`config.mk`:
```
export PLATFORM = sky130hd
export DESIGN_NAME = bram_rd_stream
export DESIGN_NICKNAME = d
export VERILOG_FILES = /design/src/rtl/vrf_bram_pkg.sv /design/src/rtl/sync_fifo_fwft.sv /design/src/rtl/bram_rd_stream.sv
export SDC_FILE = /design/constraint.sdc
export NUM_CORES = 1
export LEC_CHECK = 0
export BUFFER_PORTS_ARGS = -buffer_cell sky130_fd_sc_hd__buf_4
export CAP_MARGIN = 10
export CELL_PAD_IN_SITES_DETAIL_PLACEMENT = 0
export CELL_PAD_IN_SITES_GLOBAL_PLACEMENT = 2
export CORE_ASPECT_RATIO = 0.6
export CORE_UTILIZATION = 40
export DETAILED_ROUTE_END_ITERATION = 16
export GPL_ROUTABILITY_DRIVEN = 0
export GPL_TIMING_DRIVEN = 0
export PLACE_DENSITY = 0.84
export SETUP_SLACK_MARGIN = 0.1
export SLEW_MARGIN = 20
export SYNTH_ARGS = -nofsm -noshare
export SYNTH_HDL_FRONTEND = slang
export SYNTH_HIERARCHICAL = 1
export SYNTH_SLANG_ARGS = --single-unit
```
`constraint.sdc`:
```
create_clock -name clk -period 3.7 [get_ports clk]
set_input_delay 0.74 -clock clk [delete_from_list [all_inputs] [get_ports clk]]
set_output_delay 0.74 -clock clk [all_outputs]
set_load 0.01 [all_outputs]
```
`src/rtl/vrf_bram_pkg.sv`:
```
// Shared constants and helpers for the VRF BRAM read path.
// Holds default widths, the read-latency enum and the credit width helper.
package vrf_bram_pkg;

  localparam int DEF_DATA_WIDTH = 64;
  localparam int DEF_ADDR_WIDTH = 9;

  typedef enum int {
    LAT_LOW  = 1,
    LAT_HIGH = 2
  } rd_latency_e;

  // Bits needed to hold a count in 0..depth.
  function automatic int cnt_width(input int depth);
    return $clog2(depth + 1);
  endfunction

endpackage

```
`src/rtl/sync_fifo_fwft.sv`:
```
// First-word-fall-through FIFO holding returned BRAM read words.
// Ports: clk, rstn (async low), flush, push/din, pop/dout, count.
module sync_fifo_fwft
  import vrf_bram_pkg::*;
#(
  parameter  int DATA_WIDTH = DEF_DATA_WIDTH,
  parameter  int DEPTH      = 4,
  localparam int CW         = cnt_width(DEPTH),
  localparam int PW         = (DEPTH > 1) ? $clog2(DEPTH) : 1
) (
  input  logic                  clk,
  input  logic                  rstn,
  input  logic                  flush,
  input  logic                  push,
  input  logic                  pop,
  input  logic [DATA_WIDTH-1:0] din,
  output logic [DATA_WIDTH-1:0] dout,
  output logic [CW-1:0]         count
);

  logic [DATA_WIDTH-1:0] mem [DEPTH];
  logic [PW-1:0]         wr_ptr;
  logic [PW-1:0]         rd_ptr;
  logic                  not_empty;
  logic                  do_pop;

  assign not_empty = (count != '0);
  assign do_pop    = pop && not_empty;

  function automatic logic [PW-1:0] ptr_inc(
    input logic [PW-1:0] p
  );
    return (p == PW'(DEPTH - 1)) ? '0 : p + PW'(1);
  endfunction

  always_ff @(posedge clk or negedge rstn) begin
    if (!rstn) begin
      wr_ptr <= '0;
      rd_ptr <= '0;
      count  <= '0;
    end else if (flush) begin
      wr_ptr <= '0;
      rd_ptr <= '0;
      count  <= '0;
    end else begin
      if (push)
        wr_ptr <= ptr_inc(wr_ptr);
      if (do_pop)
        rd_ptr <= ptr_inc(rd_ptr);
      unique case ({push, do_pop})
        2'b10:   count <= count + CW'(1);
        2'b01:   count <= count - CW'(1);
        default: count <= count;
      endcase
    end
  end

  // Storage needs no reset: dout is masked while empty.
  always_ff @(posedge clk) begin
    if (push && !flush)
      mem[wr_ptr] <= din;
  end

  assign dout = not_empty ? mem[rd_ptr] : '0;

  a_no_overflow: assert property (
    @(posedge clk) disable iff (!rstn || flush)
    !(push && !do_pop && count == CW'(DEPTH))
  );

endmodule

```
`src/rtl/bram_rd_stream.sv`:
```
// Valid/ready read front end for the port-B side of the VRF BRAM.
// Ports: clk, rstn, flush; req_*; rsp_*; bram_* port-B; busy.
// Optional macro BRAM_RD_BYPASS_EN: zero-storage bypass when FIFO empty.
module bram_rd_stream
  import vrf_bram_pkg::*;
#(
  parameter int DATA_WIDTH = DEF_DATA_WIDTH,
  parameter int ADDR_WIDTH = DEF_ADDR_WIDTH,
  parameter int RD_LATENCY = int'(LAT_HIGH),
  parameter int FIFO_DEPTH = 4
) (
  input  logic                  clk,
  input  logic                  rstn,
  input  logic                  flush,
  input  logic                  req_valid,
  output logic                  req_ready,
  input  logic [ADDR_WIDTH-1:0] req_addr,
  output logic                  rsp_valid,
  input  logic                  rsp_ready,
  output logic [DATA_WIDTH-1:0] rsp_data,
  output logic                  bram_enb,
  output logic [ADDR_WIDTH-1:0] bram_addrb,
  output logic                  bram_regceb,
  output logic                  bram_rstb,
  input  logic [DATA_WIDTH-1:0] bram_doutb,
  output logic                  busy
);

  localparam int CW = cnt_width(FIFO_DEPTH);
  localparam int SW = CW + 1;

  logic [RD_LATENCY-1:0] vpipe;
  logic                  rdy_en_q;
  logic [CW-1:0]         fifo_count;
  logic [DATA_WIDTH-1:0] fifo_dout;
  logic [SW-1:0]         inflight;
  logic [SW-1:0]         used;
  logic                  accept;
  logic                  arrive;
  logic                  fifo_push;
  logic                  fifo_pop;
  logic                  fifo_nempty;

  // Holds req_ready low until the first clock after reset release.
  always_ff @(posedge clk or negedge rstn) begin
    if (!rstn)
      rdy_en_q <= 1'b0;
    else
      rdy_en_q <= 1'b1;
  end

  always_comb begin
    inflight = '0;
    for (int k = 0; k < RD_LATENCY; k++)
      inflight = inflight + SW'(vpipe[k]);
  end

  // Credits use registered state only, so a pop frees
  // its slot one cycle later and rsp_ready never feeds req_ready.
  assign used      = SW'(fifo_count) + inflight;
  assign req_ready = rdy_en_q && !flush &&
                     (used < SW'(FIFO_DEPTH));
  assign accept    = req_valid && req_ready;

  assign bram_enb    = accept;
  assign bram_addrb  = req_addr;
  assign bram_rstb   = 1'b0;
  assign bram_regceb = (RD_LATENCY == 2) ? vpipe[0] : 1'b1;

  always_ff @(posedge clk or negedge rstn) begin
    if (!rstn) begin
      vpipe <= '0;
    end else if (flush) begin
      vpipe <= '0;
    end else begin
      vpipe[0] <= accept;
      for (int k = 1; k < RD_LATENCY; k++)
        vpipe[k] <= vpipe[k-1];
    end
  end

  assign arrive      = vpipe[RD_LATENCY-1];
  assign fifo_nempty = (fifo_count != '0);

`ifdef BRAM_RD_BYPASS_EN
  logic byp;

  // Arriving word goes straight out when nothing is queued ahead.
  assign byp       = arrive && !fifo_nempty && !flush;
  assign rsp_valid = fifo_nempty || byp;
  assign rsp_data  = byp ? bram_doutb : fifo_dout;
  assign fifo_push = arrive && !(byp && rsp_ready);
  assign fifo_pop  = fifo_nempty && rsp_ready;
`else
  assign rsp_valid = fifo_nempty;
  assign rsp_data  = fifo_dout;
  assign fifo_push = arrive;
  assign fifo_pop  = fifo_nempty && rsp_ready;
`endif

  assign busy = (|vpipe) || fifo_nempty;

  sync_fifo_fwft #(
    .DATA_WIDTH (DATA_WIDTH),
    .DEPTH      (FIFO_DEPTH)
  ) u_fifo (
    .clk   (clk),
    .rstn  (rstn),
    .flush (flush),
    .push  (fifo_push),
    .pop   (fifo_pop),
    .din   (bram_doutb),
    .dout  (fifo_dout),
    .count (fifo_count)
  );

endmodule

```
==> metrics.md, run 1 <==
| Metric | Value |
|---|---|
| Drt wl/cell | 19.7 microns |
| Final Skew | 0.0191 ns |
| Top area cells in the synthesized netlist | edfxtp_1 74%, mux4_2 14%, nor2b_1 4.0% |
| Post-DRT Antenna Nets | 0 |
| Post-Syn Area | 0.0104 sq mm |
| Fin. Hold Viols | 0 |
| DRC | 0 |
| CTS Buf Count | 25 |
| Post-synthesis register bit count | 266 |
| First-pass GRT wire length | 31.0 mm |
| Synth unique cells | 33 |
| MaxCap Viol Count | 0 |
| Pwr dens | 468 mW/mm^2 |
| Resize count post-CTS | 0 |
| WL final | 20.2 mm |
| Starting Density | 40.9% |
| Hold crit path type | primary input to async pin |
| Status | complete, no violations |
| Dpl cells | 982 |
| Fmax | 303 MHz |
| P&R area growth vs syn | 23.2% |
| Overall power | 5.99 mW |
| Adder-cell share of the synthesized area | 0.795% |
| Area share of the largest cell type after synthesis | 74.0% |
| Largest net degree at the start of global routing | 35 |
| Worst skew pair latency | 0.53 ns |
| CTS root buffer | clkbuf_16 |
| Synth area leader | edfxtp_1 |
| Synth Area in XOR/XNOR | 0.422% |
| Post-DP HPWL | 12.9 mm |
| CTS tree | yes |
| WS Path Type | flop to output port |
| Layout fillers | 2,042 |
| Syn Area/Cell | 21.6 sq um |
| Final std cells w/o fill | 1,028 |
| # rows | 45 |
| DRT iter0 DRCs | 316 |
| DR pass1 iterations | 4 |
| Max-slew violations | 0 |
| Layout cell share with drive strength beyond 1 | 41.4% |
| Routed via count | 5,105 |
| # clock sinks | 266 |
| Max_slew headroom | 51.3% |
| Die width | 210 microns |
| Post-synth EDFFs | 256 |
| Hold-fix buffers at CTS | 0 |
| Die height | 127 microns |
| RSZ-0062 raised after global routing | no |
| Mux share of post-synthesis cell area | 14.0% |
| Sequential fraction of the synthesis area | 76.4% |
| Gr ovfl total | 0 |
| Clock-pin slew on the worst setup and hold paths | 0.06 ns |
| Combinational family with the most area after synthesis | multiplexers |
| # Post-CTS Setup Buffers | 0 |
| FFs w/ async S/R, synth | 3.76% |
| I/O pins | 157 |
| Data required, critical path | 2.96 ns |
| Final worst path period need | 3.30 ns |
| Crit path DAT | 2.56 ns |
| Worst path cell trace | nor3_1, buf_2, clkbuf_1, nor2b_1, buf_4 |
| Final setup viols | 0 |
| Ys Warns | 6 |
| CP max stage delay | 0.50 ns |
| Post-synthesis compound-gate area fraction | 0.927% |
| Vias in the first global route | 5,438 |
| Top FF cell, synth | edfxtp_1 |
| Total global-route track usage | 15.6% |
| Synthesized Nets | 564 |
| Worst slew pin tran | 0.731 ns |
| Core area | 0.0254 sq mm |
| Placed Instance Area | 0.0120 sq mm |
| Die Footprint | 0.0266 sq mm |
| CTS Buffer Depth | 3 |
| Critical Path End Type | output port |
| Design Area, Final | 0.0128 sq mm |
| Worst Path Max Fanout | 10 |
| Max VDD drop | 0.418 mV |
| Static Leak | 4.32 nW |
| Setup TNS | 0 ns |
| Simple-gate area share of the yosys netlist | 5.18% |
| Post-layout nets | 741 |
| Initial antenna violation count | 0 |
| Port Buffers | 146 |
| Vias per inst | 4.97 |
| Instance count of the mapped netlist | 480 |
| Crit share post-route | 89.2% |
| ANT cells | 0 |
| Critical path's slowest cell | dfrtp_1 |
| H-tree depth | 1 |
| Startpoint Class | flop |
## worst paths after layout
check	start	endpoint	slack, ns	cells after the start
max in group asynchronous	rstn	u_fifo/count[1]$_DFFE_PN0P_	3.50	1
worst min register to register	rdy_en_q$_DFF_PN0_	vpipe[0]$_DFF_PN0_	0.54	2
min in group clk	bram_doutb[44]	u_fifo/mem[0][44]$_DFFE_PP_	0.40	1
worst max register to register	u_fifo/count[1]$_DFFE_PN0P_	u_fifo/count[2]$_DFFE_PN0P_	1.05	7
worst max-delay path	u_fifo/count[1]$_DFFE_PN0P_	rsp_data[49]	0.40	5
worst min-delay path	rstn	rdy_en_q$_DFF_PN0_	0.04	1
## stage by stage
step	hold WS (ns)	util [%]	setup slack, ns
after floorplan	0.444	-	0.661
final	0.0357	50.4	0.399
after global routing	0.0155	50.4	0.211
after CTS	0.0101	50.4	0.346
after global placement	0.504	47.0	-0.768
after detailed placement	0.523	47.3	0.928
## state kept, by name (all words and copies together) (netlist names)
signal         count
rdy_en_q           1
u_fifo/count       3
u_fifo/mem       256
vpipe              2
u_fifo/wr_ptr      2
u_fifo/rd_ptr      2
## area by class of cell
cell class / count / area [sq um] / share of cell area, %
Clock buffer: 32 / 652 / 5.09
Sequential cell: 266 / 7940 / 62.0
Clock inverter: 14 / 129 / 1.01
Buffer: 33 / 216 / 1.69
Timing Repair Buffer: 150 / 1180 / 9.19
Inverter: 4 / 15.0 / 0.117
Multi-Input combinational cell: 177 / 2230 / 17.4
Tap cell: 352 / 440 / 3.44
## critical path: cells and delay by family (launching register included)
family        cells  cell delay, ns
buf+inv           3            1.02
flops             1            0.50
simple gates      2            0.52
## where the power goes
group | switching (mW) | total (mW) | internal, mW
Combinational | 0.111 | 0.227 | 0.116
Clock | 1.06 | 2.45 | 1.39
Sequential | 0.00532 | 3.32 | 3.31
Total | 1.17 | 5.99 | 4.82
## routing by layer
metal  track usage, %  vias up  wire, microns
met5                0        -              0
met2             25.2      155           9640
met3             4.53       29           1350
met4             3.22        0            300
li1                 -     2274              -
met1             21.2     2647           8920
## placed cells by master, fill, tap and decap left out, types with 2 or more instances in the layout
| master | netlist | routed |
|---|---|---|
| nor2_1 | 8 | 8 |
| inv_1 | 4 | 4 |
| buf_12 | 0 | 4 |
| a221oi_1 | 2 | 2 |
| clkbuf_1 | 8 | 15 |
| clkinvlp_4 | 0 | 3 |
| conb_1 | 2 | 2 |
| nand3_1 | 2 | 2 |
| bufinv_16 | 0 | 2 |
| buf_6 | 5 | 5 |
| xor2_1 | 2 | 2 |
| clkbuf_16 | 0 | 25 |
| a2111oi_0 | 3 | 3 |
| xnor2_1 | 3 | 3 |
| mux4_2 | 64 | 64 |
| buf_2 | 8 | 8 |
| clkinv_1 | 0 | 5 |
| buf_4 | 12 | 158 |
| and2_4 | 0 | 4 |
| dfrtp_1 | 10 | 10 |
| nor2b_1 | 67 | 67 |
| edfxtp_1 | 256 | 256 |
| clkinv_2 | 0 | 2 |
| ha_1 | 5 | 5 |
## cell usage after synthesis, types with 2 or more instances
library cell	number
nor2b_1	67
nor2_1	8
nand3_1	2
xor2_1	2
ha_1	5
a2111oi_0	3
dfrtp_1	10
edfxtp_1	256
clkbuf_1	8
inv_1	4
mux4_2	64
xnor2_1	3
buf_4	12
buf_2	8
conb_1	2
buf_6	5
and2_1	4
a221oi_1	2
## cells by family (layout without fill, tap and decap cells)
logic type      after synthesis  count (layout)
flops                       266             266
buf+inv                      37             233
compound gates               11              11
other cells                   2               2
xor+xnor                      5               5
simple gates                 88              88
mux                          65              65
fa+ha+maj                     6               6
No activity file was read; power rests on OpenSTA's default activity.
==> run 2: changes to the inputs <==
GPL_TIMING_DRIVEN = not set   (was 0)
==> run 2 against run 1 <==
Power down 1.0%. Fmax is 7.6% higher. Critical path depth down 1. Die area did not move. Global-route usage is 0.25 points lower. Final cell count is 3.8% lower. Utilization is 0.99 points lower.
==> metrics.md, run 2 (synthesis results as in run 1) <==
| Metric | Value |
|---|---|
| Clock-pin slew on the worst setup and hold paths | 0.06 ns (about the same) |
| Worst Path Max Fanout | 26 (was 10) |
| Max VDD drop | 0.300 mV (was 0.418 mV) |
| Most frequent CP cell | buf_4 |
| Startpoint Class | flop (unchanged) |
| CTS Buf Count | 24 (was 25) |
| Hold crit path type | primary input to async pin (unchanged) |
| I/O pins | 157 (unchanged) |
| Die width | 210 microns (unchanged) |
| Static Leak | 4.15 nW (was 4.32 nW) |
| Gr ovfl total | 0 (unchanged) |
| Layout cell share with drive strength beyond 1 | 39.7% (was 41.4%) |
| Total global-route track usage | 15.3% (was 15.6%) |
| WL final | 19.9 mm (was 20.2 mm) |
| Routed via count | 4,939 (was 5,105) |
| Die height | 127 microns (unchanged) |
| Largest net degree at the start of global routing | 65 (was 35) |
| ANT cells | 0 (unchanged) |
| Critical path's slowest cell | mux4_2 (was dfrtp_1) |
| Vias in the first global route | 5,275 (was 5,438) |
| CTS root buffer | clkbuf_16 (unchanged) |
| Starting Density | 40.9% (unchanged) |
| Final setup viols | 0 (unchanged) |
| Initial antenna violation count | 0 (unchanged) |
| # clock sinks | 266 (unchanged) |
| First-pass GRT wire length | 30.8 mm (was 31.0 mm) |
| Worst slew pin tran | 1.06 ns (was 0.731 ns) |
| Worst path cell trace | buf_4, mux4_2, nor2b_1, buf_4 (was nor3_1, buf_2, clkbuf_1, nor2b_1, buf_4) |
| Post-layout nets | 703 (was 741) |
| Max reg flops | 256 (unchanged) |
| RSZ-0062 raised after global routing | no (unchanged) |
| Largest regs | u_fifo/mem (256), u_fifo/count (3) (unchanged) |
| Highest Signal Layer | met4 (unchanged) |
| Crit path DAT | 2.33 ns (was 2.56 ns) |
| Port Buffers | 137 (was 146) |
| Vias per inst | 4.99 (was 4.97) |
| Critical Path End Type | output port (unchanged) |
| P&R area growth vs syn | 20.8% (was 23.2%) |
| Worst skew pair latency | 0.52 ns (was 0.53 ns) |
| H-tree depth | 1 (unchanged) |
| Core area | 0.0254 sq mm (unchanged) |
| Fmax | 326 MHz (was 303 MHz) |
| Hold-fix buffers at CTS | 0 (unchanged) |
| Commonest non-fill, non-tap cell in the layout | edfxtp_1 (unchanged) |
| Max-slew violations | 0 (unchanged) |
| Drt wl/cell | 20.1 microns (was 19.7 microns) |
| Die Footprint | 0.0266 sq mm (unchanged) |
| CTS tree | yes (unchanged) |
| Crit share post-route | 82.9% (was 89.2%) |
| Post-DRT Antenna Nets | 0 (unchanged) |
| Status | complete, no violations (unchanged) |
| Final worst path period need | 3.07 ns (was 3.30 ns) |
| # Post-CTS Setup Buffers | 0 (unchanged) |
| DRC | 0 (unchanged) |
| Utilization after layout | 49.4% (was 50.4%) |
| Data required, critical path | 2.96 ns (about the same) |
| WS Path Type | flop to output port (unchanged) |
| CP max stage delay | 0.56 ns (was 0.50 ns) |
| Top reg by flops | u_fifo/mem (unchanged) |
| Met3 WL | 1.17 mm (was 1.35 mm) |
| Resize count post-CTS | 0 (unchanged) |
| Fin. Hold Viols | 0 (unchanged) |
| Wl on met1 | 9.07 mm (was 8.92 mm) |
| MaxCap Viol Count | 0 (unchanged) |
| Metal2 WL | 9.26 mm (was 9.64 mm) |
| DR pass1 iterations | 4 (unchanged) |
| CTS Buffer Depth | 3 (unchanged) |
| Setup TNS | 0 ns (unchanged) |
| Max_slew headroom | 29.3% (was 51.3%) |
| Pwr dens | 473 mW/mm^2 (was 468 mW/mm^2) |
| DRT iter0 DRCs | 256 (was 316) |
| Leading cell types in the layout, fill and taps excluded | 256 x edfxtp_1, 142 x buf_4, 67 x nor2b_1 (was 256 x edfxtp_1, 158 x buf_4, 67 x nor2b_1) |
| Final Skew | 0.00877 ns (was 0.0191 ns) |
| # rows | 45 (unchanged) |
| Post-DP HPWL | 11.7 mm (was 12.9 mm) |
| Overall power | 5.93 mW (was 5.99 mW) |
-- run 2: cell count changes in the layout (fill, tap and decap cells not counted), sizes merged --
cell	delta
buf	-29
clkbuf	-10
clkinv	+1
inv	-1
-- run 2: per-layer routing --
metal	up-vias	global-route usage, %
li1	2199	-
met1	2574	21.6
met2	142	23.9
met3	24	4.28
met4	0	3.22
met5	-	0
-- run 2: worst paths after layout --
| check | startpoint | end | slack [ns] | cells after the start |
|---|---|---|---|---|
| setup / recovery | u_fifo/rd_ptr[0]$_DFFE_PN0P_ | rsp_data[42] | 0.63 | 4 |
| hold / removal | rstn | rdy_en_q$_DFF_PN0_ | 0.04 | 1 |
| setup reg to reg | u_fifo/count[1]$_DFFE_PN0P_ | u_fifo/count[2]$_DFFE_PN0P_ | 1.08 | 7 |
| hold reg to reg | rdy_en_q$_DFF_PN0_ | vpipe[0]$_DFF_PN0_ | 0.54 | 2 |
| max in group asynchronous | rstn | u_fifo/rd_ptr[0]$_DFFE_PN0P_ | 3.48 | 1 |
| min in group clk | bram_doutb[36] | u_fifo/mem[0][36]$_DFFE_PP_ | 0.42 | 1 |
-- run 2: report_power, final --
part           switching, mW  total, mW  internal (mW)  leakage (nW)
clock                   1.03       2.41           1.37         0.364
combinational          0.105      0.208          0.102          1.35
sequential           0.00635       3.32           3.31          2.44
-- run 2: worst max-delay path: cells and delay by family, from the launching register on --
| family | cells | cell delay [ns] |
|---|---|---|
| buffers and inverters | 2 | 0.63 |
| DFF | 1 | 0.42 |
| and+or+nand+nor | 1 | 0.18 |
| muxes | 1 | 0.56 |
-- run 2: stage by stage --
stage / setup slack (ns) / cells / area (sq um) / hold WS, ns
CTS: 0.560 / 989 / 12500 / 0.0197
floorplan: 0.661 / 480 / 10400 / 0.444
global route: 0.469 / 989 / 12500 / 0.0268
finish: 0.632 / 989 / 12500 / 0.0430
global placement: 1.16 / 945 / 11800 / 0.501
detailed placement: 1.11 / 945 / 11800 / 0.524
-- run 2: area by class of cell --
cell class	count	area (sq um)
repair buffers	146	1150
clock buffers	30	644
inverters	4	15.0
flip-flops and latches	266	7950
clock inverters	14	120
well taps	352	440
multi-input cells	177	2230
fillers	2081	12800
==> run 3: changes to the inputs <==
clock period = 3 ns   (was 3.7 ns; I/O delays follow)
==> run 3 against run 2 <==
Clock-buffer cell count rose by 3. Register-to-register slack worse by 0.68 ns. Worst hold slack gained 0.24 ns. Routed wire length is 0.36% higher. Power grew 22%. First-iteration DRC count rose by 33%. Sequential share of layout area decreased by 0.27 points. Largest cell class unchanged.
==> metrics.md, run 3 (synthesis results as in run 1) <==
| Metric | Value |
|---|---|
| CTS root buffer | clkbuf_16 (unchanged) |
| Routed via count | 4,965 (was 4,939) |
| Worst skew pair latency | 0.51 ns (was 0.52 ns) |
| H-tree depth | 1 (unchanged) |
| CTS Buffer Depth | 3 (unchanged) |
| WS Path Type | flop to output port (unchanged) |
| Setup TNS | 0 ns (unchanged) |
| Vias per inst | 5.01 (was 4.99) |
| Drt wl/cell | 20.1 microns (about the same) |
| Met3 Usage GRT | 4.21% (was 4.28%) |
| Worst Min Path Start | bram_doutb[51] |
| Core area | 0.0254 sq mm (unchanged) |
| RSZ-0062 raised after global routing | yes (was no) |
| Layout fillers | 2,080 (was 2,081) |
| Hold endpoint | u_fifo/mem[0][51]$_DFFE_PP_ |
| Initial antenna violation count | 0 (unchanged) |
| Hold_ws | 0.280 ns (was 0.0430 ns) |
| Status | complete, no violations (unchanged) |
| # Post-CTS Setup Buffers | 0 (unchanged) |
| Met2 Use GR | 25.1% (was 23.9%) |
| Layout cell share with drive strength beyond 1 | 40.2% (was 39.7%) |
| I/O pins | 157 (unchanged) |
| Starting Density | 40.9% (unchanged) |
| Layer with the highest usage | met2 (unchanged) |
| # rows | 45 (unchanged) |
| Fmax | 357 MHz |
| Worst path bufs/invs | 2 (unchanged) |
| R2R cell count | 7 (unchanged) |
| Vias in the first global route | 5,326 (was 5,275) |
| Max reg flops | 256 (unchanged) |
| Commonest non-fill, non-tap cell in the layout | edfxtp_1 (unchanged) |
| R2R Setup Slk | 0.40 ns (was 1.08 ns) |
| First-pass GRT wire length | 30.6 mm (was 30.8 mm) |
| Fin. Hold Viols | 0 (unchanged) |
| CP max stage delay | 0.54 ns (was 0.56 ns) |
| Comb pwr share | 3.5% (about the same) |
| MaxCap Viol Count | 0 (unchanged) |
| Worst slew pin tran | 0.495 ns (was 1.06 ns) |
| Max_slew headroom | 66.8% (was 29.3%) |
| Internal | 5.80 mW (was 4.79 mW) |
| Leading cell types in the layout, fill and taps excluded | 256 x edfxtp_1, 137 x buf_4, 67 x nor2b_1 (was 256 x edfxtp_1, 142 x buf_4, 67 x nor2b_1) |
| Pwr dens | 573 mW/mm^2 (was 473 mW/mm^2) |
| Hold crit path type | primary input to flop (was primary input to async pin) |
| Worst hold path depth | 1 |
| Psw | 1.42 mW (was 1.14 mW) |
| CTS Buf Count | 25 (was 24) |
| Total global-route track usage | 15.4% (was 15.3%) |
| Die height | 127 microns (unchanged) |
| Final setup viols | 0 (unchanged) |
| Final Skew | 0.00925 ns (was 0.00877 ns) |
| Gr ovfl total | 0 (unchanged) |
| DRC | 0 (unchanged) |
| ANT cells | 0 (unchanged) |
| Family with the most delay on the worst path | multiplexers (was buffers and inverters) |
| Critical Path End Type | output port (unchanged) |
| Top reg by flops | u_fifo/mem (unchanged) |
| DRT iter0 DRCs | 341 (was 256) |
| Largest net degree at the start of global routing | 67 (was 65) |
| Crit path DAT | 2.20 ns (was 2.33 ns) |
| Clock-pin slew on the worst setup and hold paths | 0.07 ns (was 0.06 ns) |
| Crit share post-route | 93.3% |
| Dpl cells | 945 (unchanged) |
| Data required, critical path | 2.40 ns (was 2.96 ns) |
| Static Leak | 4.18 nW (was 4.15 nW) |
| Final std cells w/o fill | 991 (was 989) |
| CTS tree | yes (unchanged) |
| Post-DRT Antenna Nets | 0 (unchanged) |
| Clk pwr share | 39.8% (was 40.6%) |
| Switch share | 19.6% (was 19.3%) |
| M1 GR Usage | 20.9% (was 21.6%) |
| Max-slew violations | 0 (unchanged) |
| WL final | 19.9 mm (about the same) |
| Die width | 210 microns (unchanged) |
| Reg-to-Reg End | u_fifo/count[2]$_DFFE_PN0P_ (unchanged) |
| Final worst path period need | 2.80 ns |
| Worst setup path start | u_fifo/rd_ptr[0]$_DFFE_PN0P_ (unchanged) |
| # clock sinks | 266 (unchanged) |
| Largest regs | u_fifo/mem (256), u_fifo/count (3) (unchanged) |
| P&R area growth vs syn | 21.3% (was 20.8%) |
| Worst Path Max Fanout | 42 (was 26) |
| DR pass1 iterations | 6 (was 4) |
| Die Footprint | 0.0266 sq mm (unchanged) |
| Startpoint Class | flop (unchanged) |
| Share of power burned in registers | 56.7% (was 55.9%) |
| Post-layout nets | 705 (was 703) |
| Beginning of the worst register-to-register path | u_fifo/count[1]$_DFFE_PN0P_ (unchanged) |
| Worst path cell trace | buf_16, mux4_2, nor2b_1, buf_4 (was buf_4, mux4_2, nor2b_1, buf_4) |
| Critical path's slowest cell | mux4_2 (unchanged) |
| Post-DP HPWL | 11.7 mm (about the same) |
| Max VDD drop | 0.395 mV (was 0.300 mV) |
| Port Buffers | 137 (unchanged) |
[run 3: power by group through the flow]
stage,Clock (mW),Combinational [mW],Sequential [mW]
finish,2.87,0.256,4.09
detailed placement,0,0.260,4.17
global route,3.10,0.280,4.09
global placement,0,0.248,4.17
floorplan,0,0.0953,4.17
CTS,2.97,0.262,4.09
[run 3: worst reg2reg max path, stage by stage (launching register included)]
cell and delay [ns]:
dfrtp_1 0.51, or3_4 0.45, and2_2 0.25, o31ai_2 0.15, nor2_1 0.11, fa_1 0.45, o31a_1 0.32, a221oi_1 0.28
[run 3: metrics by stage]
step | cell area [sq um] | utilization, % | setup slack (ns) | power (mW)
after floorplan | 10400 | - | 0.101 | 4.27
after global placement | 11800 | 46.6 | 0.496 | 4.42
after detailed placement | 11800 | 46.6 | 0.447 | 4.43
after CTS | 12600 | 49.6 | 0.131 | 7.32
after global routing | 12600 | 49.6 | 0.0835 | 7.47
final | 12600 | 49.6 | 0.201 | 7.22
[run 3: what timing repair did]
item	CTS	global route
endpoints found under the hold margin	10	0
setup endpoints to repair	23	12
gates resized for setup	1	4
hold buffers	1	0
[run 3: routing by layer]
layer / vias to the layer above / wire, microns / share of wire, %
li1: 2201 / - / -
met1: 2594 / 8770 / 44
met2: 147 / 9510 / 48
met3: 23 / 1380 / 6.9
met4: 0 / 267 / 1.3
met5: - / 0 / 0
[run 3: worst max path at each step]
stage,end,slack [ns],cells past startpoint
2_1_floorplan,u_fifo/mem[0][0]$_DFFE_PP_,0.10,3
6_report,rsp_data[41],0.20,4
3_5_place_dp,u_fifo/count[2]$_DFFE_PN0P_,0.45,7
5_1_grt,rsp_data[41],0.08,4
4_1_cts,rsp_data[41],0.13,4
3_3_place_gp,u_fifo/count[2]$_DFFE_PN0P_,0.50,7
[run 3: layout make-up]
cell class	count	area (sq um)	area share [%]
Sequential cell	266	7950	63.1
Clock buffer	33	676	5.36
Inverter	4	15.0	0.119
Tap cell	352	440	3.50
Clock inverter	12	67.6	0.536
Timing Repair Buffer	147	1220	9.68
Multi-Input combinational cell	177	2240	17.7
